<file path="src/rtl/mem_wb_stage_pkg.sv">
// mem_wb_stage_pkg: shared pipeline types and defaults for the MEM/WB stage
package mem_wb_stage_pkg;

    localparam int DBITS_DEF               = 32;
    localparam int REG_INDEX_BIT_WIDTH_DEF = 4;
    localparam int MEM_TIMEOUT_DEF         = 16;

    typedef enum logic [1:0] {
        MUL_ALU = 2'd0,
        MUL_MEM = 2'd1,
        MUL_PC4 = 2'd2,
        MUL_RSV = 2'd3
    } mulsel_e;

    typedef enum logic [1:0] {
        IDLE    = 2'd0,
        WAIT_RD = 2'd1,
        WAIT_WR = 2'd2
    } state_e;

endpackage

</file>
<file path="src/rtl/mem_wb_stage.sv">
// mem_wb_stage: memory access and register writeback with load/store handshake and timeout
module mem_wb_stage
    import mem_wb_stage_pkg::*;
#(
    parameter int DBITS               = DBITS_DEF,
    parameter int REG_INDEX_BIT_WIDTH = REG_INDEX_BIT_WIDTH_DEF,
    parameter int MEM_TIMEOUT         = MEM_TIMEOUT_DEF
) (
    input  logic                           clk,
    input  logic                           reset,
    input  logic [REG_INDEX_BIT_WIDTH-1:0] inWrtIndex,
    input  logic                           inRegWrEn,
    input  logic [1:0]                     inMulSel,
    input  logic [DBITS-1:0]               inAluOut,
    input  logic [DBITS-1:0]               inData2Out,
    input  logic [DBITS-1:0]               inPC,
    input  logic                           inIsLoad,
    input  logic                           inIsStore,
    output logic                           memReq,
    output logic                           memWe,
    output logic [DBITS-1:0]               memAddr,
    output logic [DBITS-1:0]               memWdata,
    input  logic                           memAck,
    input  logic [DBITS-1:0]               memRdata,
    output logic                           rfWrEn,
    output logic [REG_INDEX_BIT_WIDTH-1:0] rfWrIndex,
    output logic [DBITS-1:0]               rfWrData,
    output logic                           memBusy,
    output logic                           memErr
);

    localparam int            CW   = $clog2(MEM_TIMEOUT + 1);
    localparam logic [CW-1:0] LAST = CW'(MEM_TIMEOUT - 1);

    state_e                         state_q;
    logic [CW-1:0]                  cnt_q;
    logic [DBITS-1:0]               addr_q;
    logic [DBITS-1:0]               wdata_q;
    logic [REG_INDEX_BIT_WIDTH-1:0] idx_q;
    logic                           wen_q;
    logic                           rf_en_q;
    logic [REG_INDEX_BIT_WIDTH-1:0] rf_idx_q;
    logic [DBITS-1:0]               rf_data_q;
    logic                           err_q;
    logic [DBITS-1:0]               wb_data_d;

    // writeback source mux; the reserved encoding falls back to the ALU result
    always_comb begin
        wb_data_d = (mulsel_e'(inMulSel) == MUL_MEM) ? memRdata :
                    (mulsel_e'(inMulSel) == MUL_PC4) ? inPC + DBITS'(4) : inAluOut;
    end

    // stage FSM: accept ops in IDLE, hold the memory request until ack or timeout
    always_ff @(posedge clk) begin
        if (reset) begin
            state_q   <= IDLE;
            cnt_q     <= '0;
            addr_q    <= '0;
            wdata_q   <= '0;
            idx_q     <= '0;
            wen_q     <= 1'b0;
            rf_en_q   <= 1'b0;
            rf_idx_q  <= '0;
            rf_data_q <= '0;
            err_q     <= 1'b0;
        end else begin
            rf_en_q <= 1'b0;
            err_q   <= 1'b0;
            case (state_q)
                IDLE: begin
                    if (inIsLoad) begin
                        state_q <= WAIT_RD;
                        addr_q  <= inAluOut;
                        idx_q   <= inWrtIndex;
                        wen_q   <= inRegWrEn;
                        cnt_q   <= '0;
                    end else if (inIsStore) begin
                        state_q <= WAIT_WR;
                        addr_q  <= inAluOut;
                        wdata_q <= inData2Out;
                        cnt_q   <= '0;
                    end else begin
                        rf_en_q   <= inRegWrEn;
                        rf_idx_q  <= inWrtIndex;
                        rf_data_q <= wb_data_d;
                    end
                end
                WAIT_RD, WAIT_WR: begin
                    if (memAck) begin
                        state_q <= IDLE;
                        if (state_q == WAIT_RD) begin
                            rf_en_q   <= wen_q;
                            rf_idx_q  <= idx_q;
                            rf_data_q <= memRdata;
                        end
                    end else if (cnt_q == LAST) begin
                        state_q <= IDLE;
                        err_q   <= 1'b1;
                    end else begin
                        cnt_q <= cnt_q + CW'(1);
                    end
                end
                default: state_q <= IDLE;
            endcase
        end
    end

    assign memReq    = (state_q != IDLE);
    assign memBusy   = (state_q != IDLE);
    assign memWe     = (state_q == WAIT_WR);
    assign memAddr   = addr_q;
    assign memWdata  = wdata_q;
    assign rfWrEn    = rf_en_q;
    assign rfWrIndex = rf_idx_q;
    assign rfWrData  = rf_data_q;
    assign memErr    = err_q;

endmodule

</file>
<file path="config.mk">
export PLATFORM = sky130hd
export DESIGN_NAME = mem_wb_stage
export DESIGN_NICKNAME = d
export VERILOG_FILES = /design/src/rtl/mem_wb_stage_pkg.sv /design/src/rtl/mem_wb_stage.sv
export SDC_FILE = /design/constraint.sdc
export NUM_CORES = 1
export LEC_CHECK = 0
export CAP_MARGIN = 30
export CORE_ASPECT_RATIO = 1.5
export CORE_MARGIN = 1.5
export CORE_UTILIZATION = 42
export DETAILED_ROUTE_END_ITERATION = 8
export PLACE_DENSITY = 0.79
export SLEW_MARGIN = 10
export SYNTH_ARGS = -nofsm -noshare
export SYNTH_HDL_FRONTEND = slang
export SYNTH_SLANG_ARGS = --single-unit
</file>
<file path="constraint.sdc">
create_clock -name clk -period 2.4 [get_ports clk]
set_clock_uncertainty 0.1 [all_clocks]
set_input_delay 0.48 -clock clk [delete_from_list [all_inputs] [get_ports clk]]
set_output_delay 0.48 -clock clk [all_outputs]
set_load 0.01 [all_outputs]
</file>
Word-level counts from Yosys, hierarchy flattened
Cells that the tools add are included.
- logic and storage cells: 69
- input bits: 140
- bits in registers: 114
- output and inout port bits: 105
- equality and inequality tests: 13
- mux-type cells: 30
- $add $sub $neg: 2
- reduce and logical (&&, ||, !) cells: 12
- bitwise operators: 2
- operators by type and width (cell ; count):
    $mux W32 ; 8
    $pmux W32 S2 ; 1
    $add A32 B3 Y32 const B ; 1
    $mux W5 ; 4
    $mux W4 ; 4
    $ne A2 B2 Y1 const B ; 6
    $pmux W5 S2 ; 1
    $mux W2 ; 4
    $pmux W4 S2 ; 1
    $ne A3 B3 Y1 const B ; 2
    $reduce_and A2 Y1 ; 3
    $reduce_bool A2 Y1 ; 3
    $add A5 B1 Y5 const B ; 1
    $eq A5 B4 Y1 const B ; 1
    $mux W1 ; 5
    $reduce_and A5 Y1 ; 1
    $eq A2 B1 Y1 const B ; 2
    $eq A2 B2 Y1 const B ; 2
    $pmux W2 S2 ; 1
    $reduce_and A4 Y1 ; 1
    $reduce_and A3 Y1 ; 1
    $reduce_or A3 Y1 ; 1
    $logic_not A2 Y1 ; 1
    $not A1 Y1 ; 2
    2 further kinds ; 2

Logic depth before layout (Yosys ltp)
Gate-level depths: netlist of the first run.
- depth after elaboration: 6
- gate-level depth with buffers: 9
- gate-level depth less buffers: 8

Worst setup path before layout of the first run
No wires, ideal clock.
- path type: input to register
- start: input port inPC[10]
- end: register rf_data_q[25], in the netlist rfWrData[25]
- buffers on the path: 1
- arrival: 2.088 ns
- library setup time: 0.088 ns
- setup slack: 0.124 ns
- stages on the path: 6
- data required time: 2.212 ns
- path through: clkbuf_1 > nand4_1 > or4_4 > or3_1 > a211o_1 > a311oi_2
- word-level cells in the longest chain between the ends: 6
- RTL lines (element ; line ; source):
    start, declared ; mem_wb_stage.sv:16 ; input logic [DBITS-1:0] inPC,
    $add A32 B3 Y32 ; mem_wb_stage.sv:50 ; (mulsel_e'(inMulSel) == MUL_PC4) ? inPC + DBITS'(4) : inAluOut;
    $mux W32 ; mem_wb_stage.sv:50 ;
    $mux W32 ; mem_wb_stage.sv:49 ; wb_data_d = (mulsel_e'(inMulSel) == MUL_MEM) ? memRdata :
    $mux W32 ; mem_wb_stage.sv:77 ; end else if (inIsStore) begin
    $mux W32 ; mem_wb_stage.sv:71 ; if (inIsLoad) begin
    $pmux W32 S2 ; mem_wb_stage.sv:69 ; case (state_q)
    end signal, assigned ; mem_wb_stage.sv:85 ; rf_data_q <= wb_data_d;
    end signal, assigned ; mem_wb_stage.sv:94 ; rf_data_q <= memRdata;
    end, declared ; mem_wb_stage.sv:43 ; logic [DBITS-1:0] rf_data_q;
No other way between the ends. The select of a mux whose other input is x is not followed.
A chain may end at the register's enable or synchronous reset.

Final worst setup path of the first run
- start: input port inPC[15]
- end: register rf_data_q[29], in the netlist rfWrData[29]
The elaborated chain is that of the path after synthesis.

==> results of run 1 <==
==> metal layers <==
| layer | up-vias | wire length, um | track usage (%) |
|---|---|---|---|
| met1 | 2944 | 7540 | 31.8 |
| met5 | - | 0 | 0 |
| met3 | 51 | 1500 | 8.23 |
| met4 | 0 | 709 | 14.1 |
| li1 | 3071 | - | - |
| met2 | 269 | 10200 | 51.7 |
==> logic make-up (layout without fill, tap and decap cells) <==
kind of cell	after synthesis	count (layout)	synth area share (%)
compound gates	186	186	21.1
fa+ha+maj	7	7	1.62
mux	5	5	0.946
xor+xnor	17	17	2.75
buf+inv	62	358	4.59
simple gates	325	325	26.9
flops	114	114	42.1
==> layout by cell type (no fill, tap or decap), drive strengths merged, types with 4 or more instances in the layout <==
| master | synthesis | routed |
|---|---|---|
| nor2 | 52 | 52 |
| a311oi | 11 | 11 |
| nor2b | 6 | 6 |
| ha | 7 | 7 |
| a211oi | 21 | 21 |
| inv | 8 | 12 |
| nor3 | 21 | 21 |
| xor2 | 5 | 5 |
| mux2i | 4 | 4 |
| a221oi | 6 | 6 |
| o21ai | 21 | 21 |
| o211ai | 6 | 6 |
| clkinvlp | 0 | 5 |
| o221ai | 6 | 6 |
| dfxtp | 114 | 114 |
| nor4 | 6 | 6 |
| a21oi | 98 | 98 |
| and3 | 6 | 6 |
| xnor2 | 12 | 12 |
| nand3 | 24 | 24 |
| clkbuf | 46 | 17 |
| nand4 | 10 | 10 |
| buf | 8 | 76 |
| o21a | 5 | 5 |
| or4 | 7 | 7 |
| clkdlybuf4s50 | 0 | 240 |
| nand2 | 178 | 178 |
==> per-stage QoR <==
step | instances | worst slack [ps] | hold WS [ps]
after floorplan | 716 | 124 | 336
after global placement | 1137 | -406 | 340
after detailed placement | 1137 | -474 | 346
after CTS | 1168 | 25.0 | 353
after global routing | 1168 | -104 | 371
final | 1168 | -35.2 | 351
==> area by class of cell <==
cell class | instances | area (sq um)
Multi-Input combinational cell | 540 | 2940
Clock inverter | 14 | 155
Timing Repair Buffer | 319 | 3080
Sequential cell | 114 | 2280
Fill cell | 978 | 3400
Tap cell | 156 | 195
Inverter | 8 | 30.0
Clock buffer | 17 | 425
==> power groups by stage <==
| stage | Clock (mW) | Combinational (mW) | Sequential, mW |
|---|---|---|---|
| 2_1_floorplan | 0 | 0.619 | 2.27 |
| 3_3_place_gp | 0 | 1.63 | 2.20 |
| 3_5_place_dp | 0 | 1.65 | 2.20 |
| 4_1_cts | 2.53 | 1.67 | 2.16 |
| 5_1_grt | 2.62 | 1.82 | 2.18 |
| 6_report | 2.50 | 1.68 | 2.16 |
==> registers in the layout, summed over array words and instances, names as in the netlist <==
name / flops
memAddr: 32
memWdata: 32
rfWrData: 32
cnt_q: 5
idx_q: 4
rfWrIndex: 4
state_q: 2
memErr: 1
rfWrEn: 1
wen_q: 1
==> critical path, stage by stage <==
cell and delay, ps:
clkdlybuf4s50_1 550, nand4_1 200, or4_4 540, buf_4 190, nor3_1 180, xnor2_1 100, a221oi_1 390
==> what timing repair did <==
item                                    in CTS  in global routing
cloned                                       0                  0
hold endpoints to repair                     0                  0
pin swaps                                    0                  3
endpoints found under the setup margin       5                 13
hold buffers                                 0                  0
gates resized for setup                      3                  7
==> worst min-delay path by stage <==
stage / start / depth (start not counted) / slack [ps] / end
2_1_floorplan: idx_q[0]$_SDFFE_PP0P_ / 2 / 340 / idx_q[0]$_SDFFE_PP0P_
3_3_place_gp: memWdata[14]$_SDFFE_PP0P_ / 2 / 340 / memWdata[14]$_SDFFE_PP0P_
3_5_place_dp: memWdata[29]$_SDFFE_PP0P_ / 2 / 350 / memWdata[29]$_SDFFE_PP0P_
4_1_cts: memWdata[14]$_SDFFE_PP0P_ / 2 / 350 / memWdata[14]$_SDFFE_PP0P_
5_1_grt: memWdata[5]$_SDFFE_PP0P_ / 2 / 370 / memWdata[5]$_SDFFE_PP0P_
6_report: memWdata[16]$_SDFFE_PP0P_ / 2 / 350 / memWdata[16]$_SDFFE_PP0P_
==> results.txt, run 1 <==
The number of instances in the synthesized netlist is 716. The die covers 0.0136 sq mm. The logs give 7 for the number of optimization iterations in the first detailed-route pass and 2 for the final count of negative-setup-slack endpoints. Number of vias per cell: 5.42.

The run gives 2630 ps as the arrival time of data at the critical path endpoint. After synthesis, the share of flip-flops with an asynchronous set or reset is 0%. Based on the critical path, the design can be clocked at up to 411 MHz.

The critical-path maximum fanout came out at 10. The switching share of power works out to 29.5%. The run gives 245 as the number of placed I/O pins. The design area was 0.00911 sq mm; the warning count from the yosys run was 0. The clock reaches the later pin of the worst-skew pair after 420 ps. The worst register-to-register path begins at state_q[0]$_SDFFE_PP0P_.

The count of cells along the worst register-to-register path works out to 7. The area growth from synthesis to layout is 68.1%. The worst min-delay path class is reg2reg. The post-synthesis instance area was 0.00542 sq mm.

The final count of hold timing violations was 0; the routability congestion estimate was 0.929. The tools report the DRC marker count from the first detailed-route iteration as 322. Data on the critical path is required at its endpoint by 2590 ps.

For this design the static power due to leakage is 3.43 nW. The TritonCTS buffer count was 17. The worst register-to-register path ends at rfWrData[29]$_SDFFE_PP0P_. STA classifies the critical path endpoint as a flip-flop. The number of register bits inferred by synthesis is 114, and the share of power burned in registers is 34.1%. 0 antenna diodes ended up in the layout. Timing startpoint of the critical path: inPC[15].

Transition time of the tightest slew-check pin: 553 ps. Internal power comes to 4.47 mW. The final route contains 6,335 vias. The commonest cells after synthesis are nand2_1, dfxtp_1, a21oi_1. TritonCTS built the clock tree.

The standard cell area after detailed placement came out at 0.00849 sq mm. Port buffering added 244 buffers. The share of post-route cells with drive strength above 1 was 12.7%. Among all cell types in the netlist, the one instantiated most often is nand2_1.

The die is 95.8 um wide. The worst setup slack after layout was -35.2 ps. In the final routed layout, each cell accounts on average for 17.0 um. The critical path in this run is classified as in2reg.

Entering global routing, the biggest net connects 50 pins. Global routing finished with a remaining overflow of 0. Once detail routing completed, the nets flagged for antenna violations numbered 0.

Power spread over the standard cell area amounts to 696 mW/mm^2. Share of the cycle needed by the critical path after routing: 101%. The worst pin sits at a relative slew slack of 62.8%. Buffers added to address setup during post-CTS repair amount to 0. For the number of pins exceeding their max-slew limit in the final report, the log shows 0. The die is 142 um tall. The via count of the first global-routing pass was 6,339. After detailed routing, the total wire length is 19,900 um. The run finished, with violations left. The worst-case IR drop observed on VDD is 0.478 mV. Adding up every negative setup slack in the final design gives -44.7 ps. In this run the standard cell core region covers 0.0125 sq mm. The final reports fail on negative setup slack. After synthesis, the mean cell area works out to 7.57 sq um. After clock tree synthesis, the clock-pin slew on the worst setup and hold paths is 60 ps. The number of nets produced by synthesis is 863. The reg-to-reg setup timing slack came out at 30 ps. Per report_power, the combinational group accounts for 26.5% of the total.

The routed design could run at a clock period as short as 2440 ps. The floorplan has 50 rows. The number of flops mapped to enable cells by yosys works out to 0. After synthesis, flip-flops and latches occupy 42.1% of the total area.

The clock passes through at most 2 buffers. The number of antenna violations at the first check in global routing was 0; the post-route DRC violation count was 0. For the number of maximum-capacitance constraint violations, the log shows 0. The run gives 6.34 mW as the total power consumption of the routed design. By area the synthesized netlist is led by dfxtp_1, nand2_1, a21oi_1. End-of-flow core utilization: 72.8%. For the level count of the clock H-tree, the log shows 4. The logs give 39.4% for the clock group share of total power and 30,700 um for the global-route wire length before repair. STA classifies the critical path startpoint as a primary input. Among all flip-flop cells after synthesis, the most frequent one is dfxtp_1. The HPWL after detailed placement is 14,200 um.

dfxtp_1 takes more of the synthesized area than any other cell. The number of nets in the finished design came out at 1,147. For the clock net sink count, the log shows 114. The overall global routing resource usage was 29.5%; the number of unique standard cell types used by synthesis was 50. The net load switching power was 1.87 mW; the area share of the largest cell type after synthesis was 42.1%.

The initial utilization of the core area, before any placement, comes to 43.3%. The root buffer cell chosen for the clock tree is clkbuf_16. In this run the worst setup path terminates at rfWrData[29]$_SDFFE_PP0P_.
Power figures use the tool's default switching activity.
==> run 2, diff against run 1 <==
--- a/config.mk
+++ b/config.mk
@@ -5,7 +5,7 @@
 export SDC_FILE = /design/constraint.sdc
 export NUM_CORES = 1
 export LEC_CHECK = 0
-export CAP_MARGIN = 30
+export CAP_MARGIN = 20
 export CORE_ASPECT_RATIO = 1.5
 export CORE_MARGIN = 1.5
 export CORE_UTILIZATION = 42
==> results of run 2 <==
Same layout as run 1: the final DEF is identical, and so are final timing and power.
==> run 3, diff against run 2 <==
--- a/config.mk
+++ b/config.mk
@@ -10,6 +10,7 @@
 export CORE_MARGIN = 1.5
 export CORE_UTILIZATION = 42
 export DETAILED_ROUTE_END_ITERATION = 8
+export GPL_ROUTABILITY_DRIVEN = 0
 export PLACE_DENSITY = 0.79
 export SLEW_MARGIN = 10
 export SYNTH_ARGS = -nofsm -noshare
==> results.txt, run 3 (synthesis gave the netlist of run 1 again) <==
The flow ran to the end, and the final reports show no timing, DRC or antenna violations. Number of nets in the finished design: 1,154 (+0.61%). TritonCTS built the clock tree. The post-route DRC violation count was 0 (unchanged); the count of cells along the worst register-to-register path was 8 (+1). For the achievable clock frequency, the log shows 427 MHz (+4.0%). The tools report the global route total overflow as 0 (unchanged).

The worst register-to-register path ends at rfWrData[28]$_SDFFE_PP0P_. The number of stages on the worst hold path was 2 (unchanged). After global routing, the most crowded layer is met2. The worst hold path begins at memAddr[17]$_SDFFE_PP0P_. The number of pins exceeding their max-slew limit in the final report was 0 (unchanged); the initial core utilization was 43.3% (unchanged). Setup repair after global routing left no endpoint under its margin.

The worst hold slack across all endpoints is 351 ps (+0.0920 ps), and the overall global routing resource usage is 29.5% (+0.031 points). The half-perimeter wire length of the detailed placement result is 14,600 um (+2.8%). Worst-case headroom to the max-slew limit: 61.0% (-1.7 points). The tools report the count of inserted antenna diode cells as 0 (unchanged). The worst hold path terminates at memAddr[17]$_SDFFE_PP0P_. The number of instances in the placed design was 1,142 (+0.44%); the delay of the slowest cell on the worst path was 640 ps (+90 ps). Cell with the largest stage delay on the worst path: or4_1. STA classifies the critical path startpoint as a primary input. The die boundary height was 142 um (unchanged); the number of buffer cells added on primary ports was 244 (unchanged).

The transition time of the tightest slew-check pin works out to 578 ps (+25.6 ps). For the met2 track demand over resource in global routing, the log shows 52.3% (+0.56 points). The logs give 39.3% (about the same) for the clock group share of total power and 0 ps (+44.7 ps) for the sum of negative setup slack. Site row count: 50 (unchanged). For the cell internal power dissipation, the log shows 4.55 mW (+1.7%).

The share of total power in combinational logic is 26.8% (+0.3 points), and the post-route minimum period is 2340 ps (-93.3 ps). In the layout the commonest cells are clkdlybuf4s50_1, nand2_1, dfxtp_1. The run gives 0 (unchanged) as the number of hold buffers added after cts. Worst min-delay path class: reg2reg. The worst setup path is of the in2reg kind. The share of post-route cells with drive strength above 1 works out to 13.3% (+0.60 points).

For the via count of the first global-routing pass, the log shows 6,258 (-1.3%). The run gives 5 (-2) as the number of optimization iterations in the first detailed-route pass. Relative to the synthesized area, the layout overhead comes to 69.8%. The worst setup slack after layout is 58.0 ps (+93.3 ps), and the post-CTS clock slew at the launch and capture registers of the worst setup and hold paths is 50 ps (about the same). The leakage power figure was 3.52 nW (+2.4%). Share of power burned in registers: 33.9% (-0.2 points).

Total routed wirelength: 19,900 um (-0.17%). The width of the die was 95.8 um (unchanged); the count of nets left with antenna violations after detail routing was 0 (unchanged). Number of placed I/O pins: 245 (unchanged). The logs give 31,000 um (+0.81%) for the global-route wire length before repair and 410 ps (about the same) for the source-to-sink clock delay at the later pin of the worst-skew pair. The number of vias per cell works out to 5.45 (+0.47%).

The run gives 0 (unchanged) as the final count of hold timing violations. The share of the cycle needed by the critical path after routing is 97.6% (-3.9 points). Number of maximum-capacitance constraint violations: 0 (unchanged). The final routed wire length divided by cell count is 16.9 um (-0.77%), and the count of fill cells added during filler insertion is 965 (-1.3%). The DRC marker count from the first detailed-route iteration came out at 328 (+1.9%). The required arrival time at the worst endpoint is 2620 ps (+30 ps). The tools report the beginning of the worst register-to-register path as state_q[1]$_SDFFE_PP0P_.

The maximum ir drop on the vdd rail is 0.467 mV (-2.4%). The run gives 140 ps (+110 ps) as the reg-to-reg setup timing slack. The clock root buffer is clkbuf_16.

The tools report the net load switching power as 1.83 mW (-1.9%). Leaving out fill and tap cells, the most frequent cell in the layout is clkdlybuf4s50_1. The setup slack after placement was -484 ps (-10.6 ps). The met1 capacity usage during global routing is 32.0% (+0.25 points).

The final count of negative-setup-slack endpoints is 0 (-2), and the arrival time of data at the critical path endpoint is 2560 ps (-70 ps). The critical-path maximum fanout was 5 (-5); the die footprint was 0.0136 sq mm (unchanged). The routed via count is 6,403 (+1.1%), and the end-of-flow core utilization is 73.6% (+0.75 points). The total power density per cell area was 694 mW/mm^2 (-0.39%). The critical path goes through clkdlybuf4s50_1, ha_2, nand4_2, or4_1, nor3_1, o221ai_1, a311oi_1.

The area inside the core boundary was 0.0125 sq mm (unchanged); the switching share of power was 28.7% (-0.75 points). The tools report the critical path capture point type as a flip-flop. The logs give 2 (unchanged) for the buffer depth of the longest clock path and 7.48% (-0.75 points) for the met3 global-route usage.

TritonCTS buffer count: 17 (unchanged). The number of antenna violations at the first check in global routing is 1 (+1), and the non-filler instance count after layout is 1,175 (+0.60%). The run gives 114 (unchanged) as the clock net sink count. Largest net degree at the start of global routing: 50 (unchanged). The run gives 4 (unchanged) as the level count of the clock H-tree.
==> run 3: cell types whose count changed in the layout (fill, tap and decap cells not counted), moves of 2 or more <==
cell,change
clkinv_2,+2
clkinvlp_4,-2
nor3_1,-2
buf_4,+4
clkdlybuf4s50_1,-3
nor3_2,+2
dlymetal6s2s_1,+3
clkbuf_8,+2
inv_6,-2
==> run 3: power groups by stage <==
stage	Sequential (mW)	Combinational, mW	Clock [mW]
finish	2.16	1.71	2.51
global route	2.18	1.84	2.62
CTS	2.16	1.69	2.54
detailed placement	2.20	1.67	0
global placement	2.20	1.66	0
floorplan	2.27	0.619	0
==> run 3: layer usage <==
metal	vias up	part of all wire, %
met5	-	0
met2	267	51
met3	50	7.9
met1	2990	37
li1	3096	-
met4	0	3.5
==> run 3: critical path: cells and delay by family <==
family                     cells  cell delay [ps]
adders and majority gates      1              200
and+or+nand+nor                3              970
buffers and inverters          1              500
AOI/OAI and AO/OA              2              410
==> run 3: stage by stage <==
stage	area (sq um)	total power [mW]
after floorplan	5420	2.89
after global placement	8540	3.85
after detailed placement	8540	3.87
after CTS	9130	6.39
final	9200	6.38
after global routing	9200	6.65
==> run 3: worst max path at each step <==
stage | slack, ps | to | start
floorplan | 120 | rfWrData[25]$_SDFFE_PP0P_ | inPC[10]
global placement | -400 | rfWrData[26]$_SDFFE_PP0P_ | inPC[2]
detailed placement | -480 | rfWrData[26]$_SDFFE_PP0P_ | inPC[2]
CTS | 40 | rfWrData[12]$_SDFFE_PP0P_ | inPC[2]
global route | 1 | rfWrData[13]$_SDFFE_PP0P_ | inPC[4]
finish | 60 | rfWrData[18]$_SDFFE_PP0P_ | inPC[3]
==> run 3: repair_timing <==
action	CTS	global route
endpoints found under the setup margin	5	26
buffers inserted	0	1
cloned	0	1
resized for setup	3	13
pin swaps	0	3
==> run 3: cell type report <==
cell class	instances	area [sq um]	share of cell area, %
clock buffers	19	453	4.92
clock inverters	12	133	1.44
inverters	8	30.0	0.326
multi-input cells	540	2950	32.1
flip-flops and latches	114	2280	24.8
well taps	156	195	2.12
repair buffers	326	3160	34.3
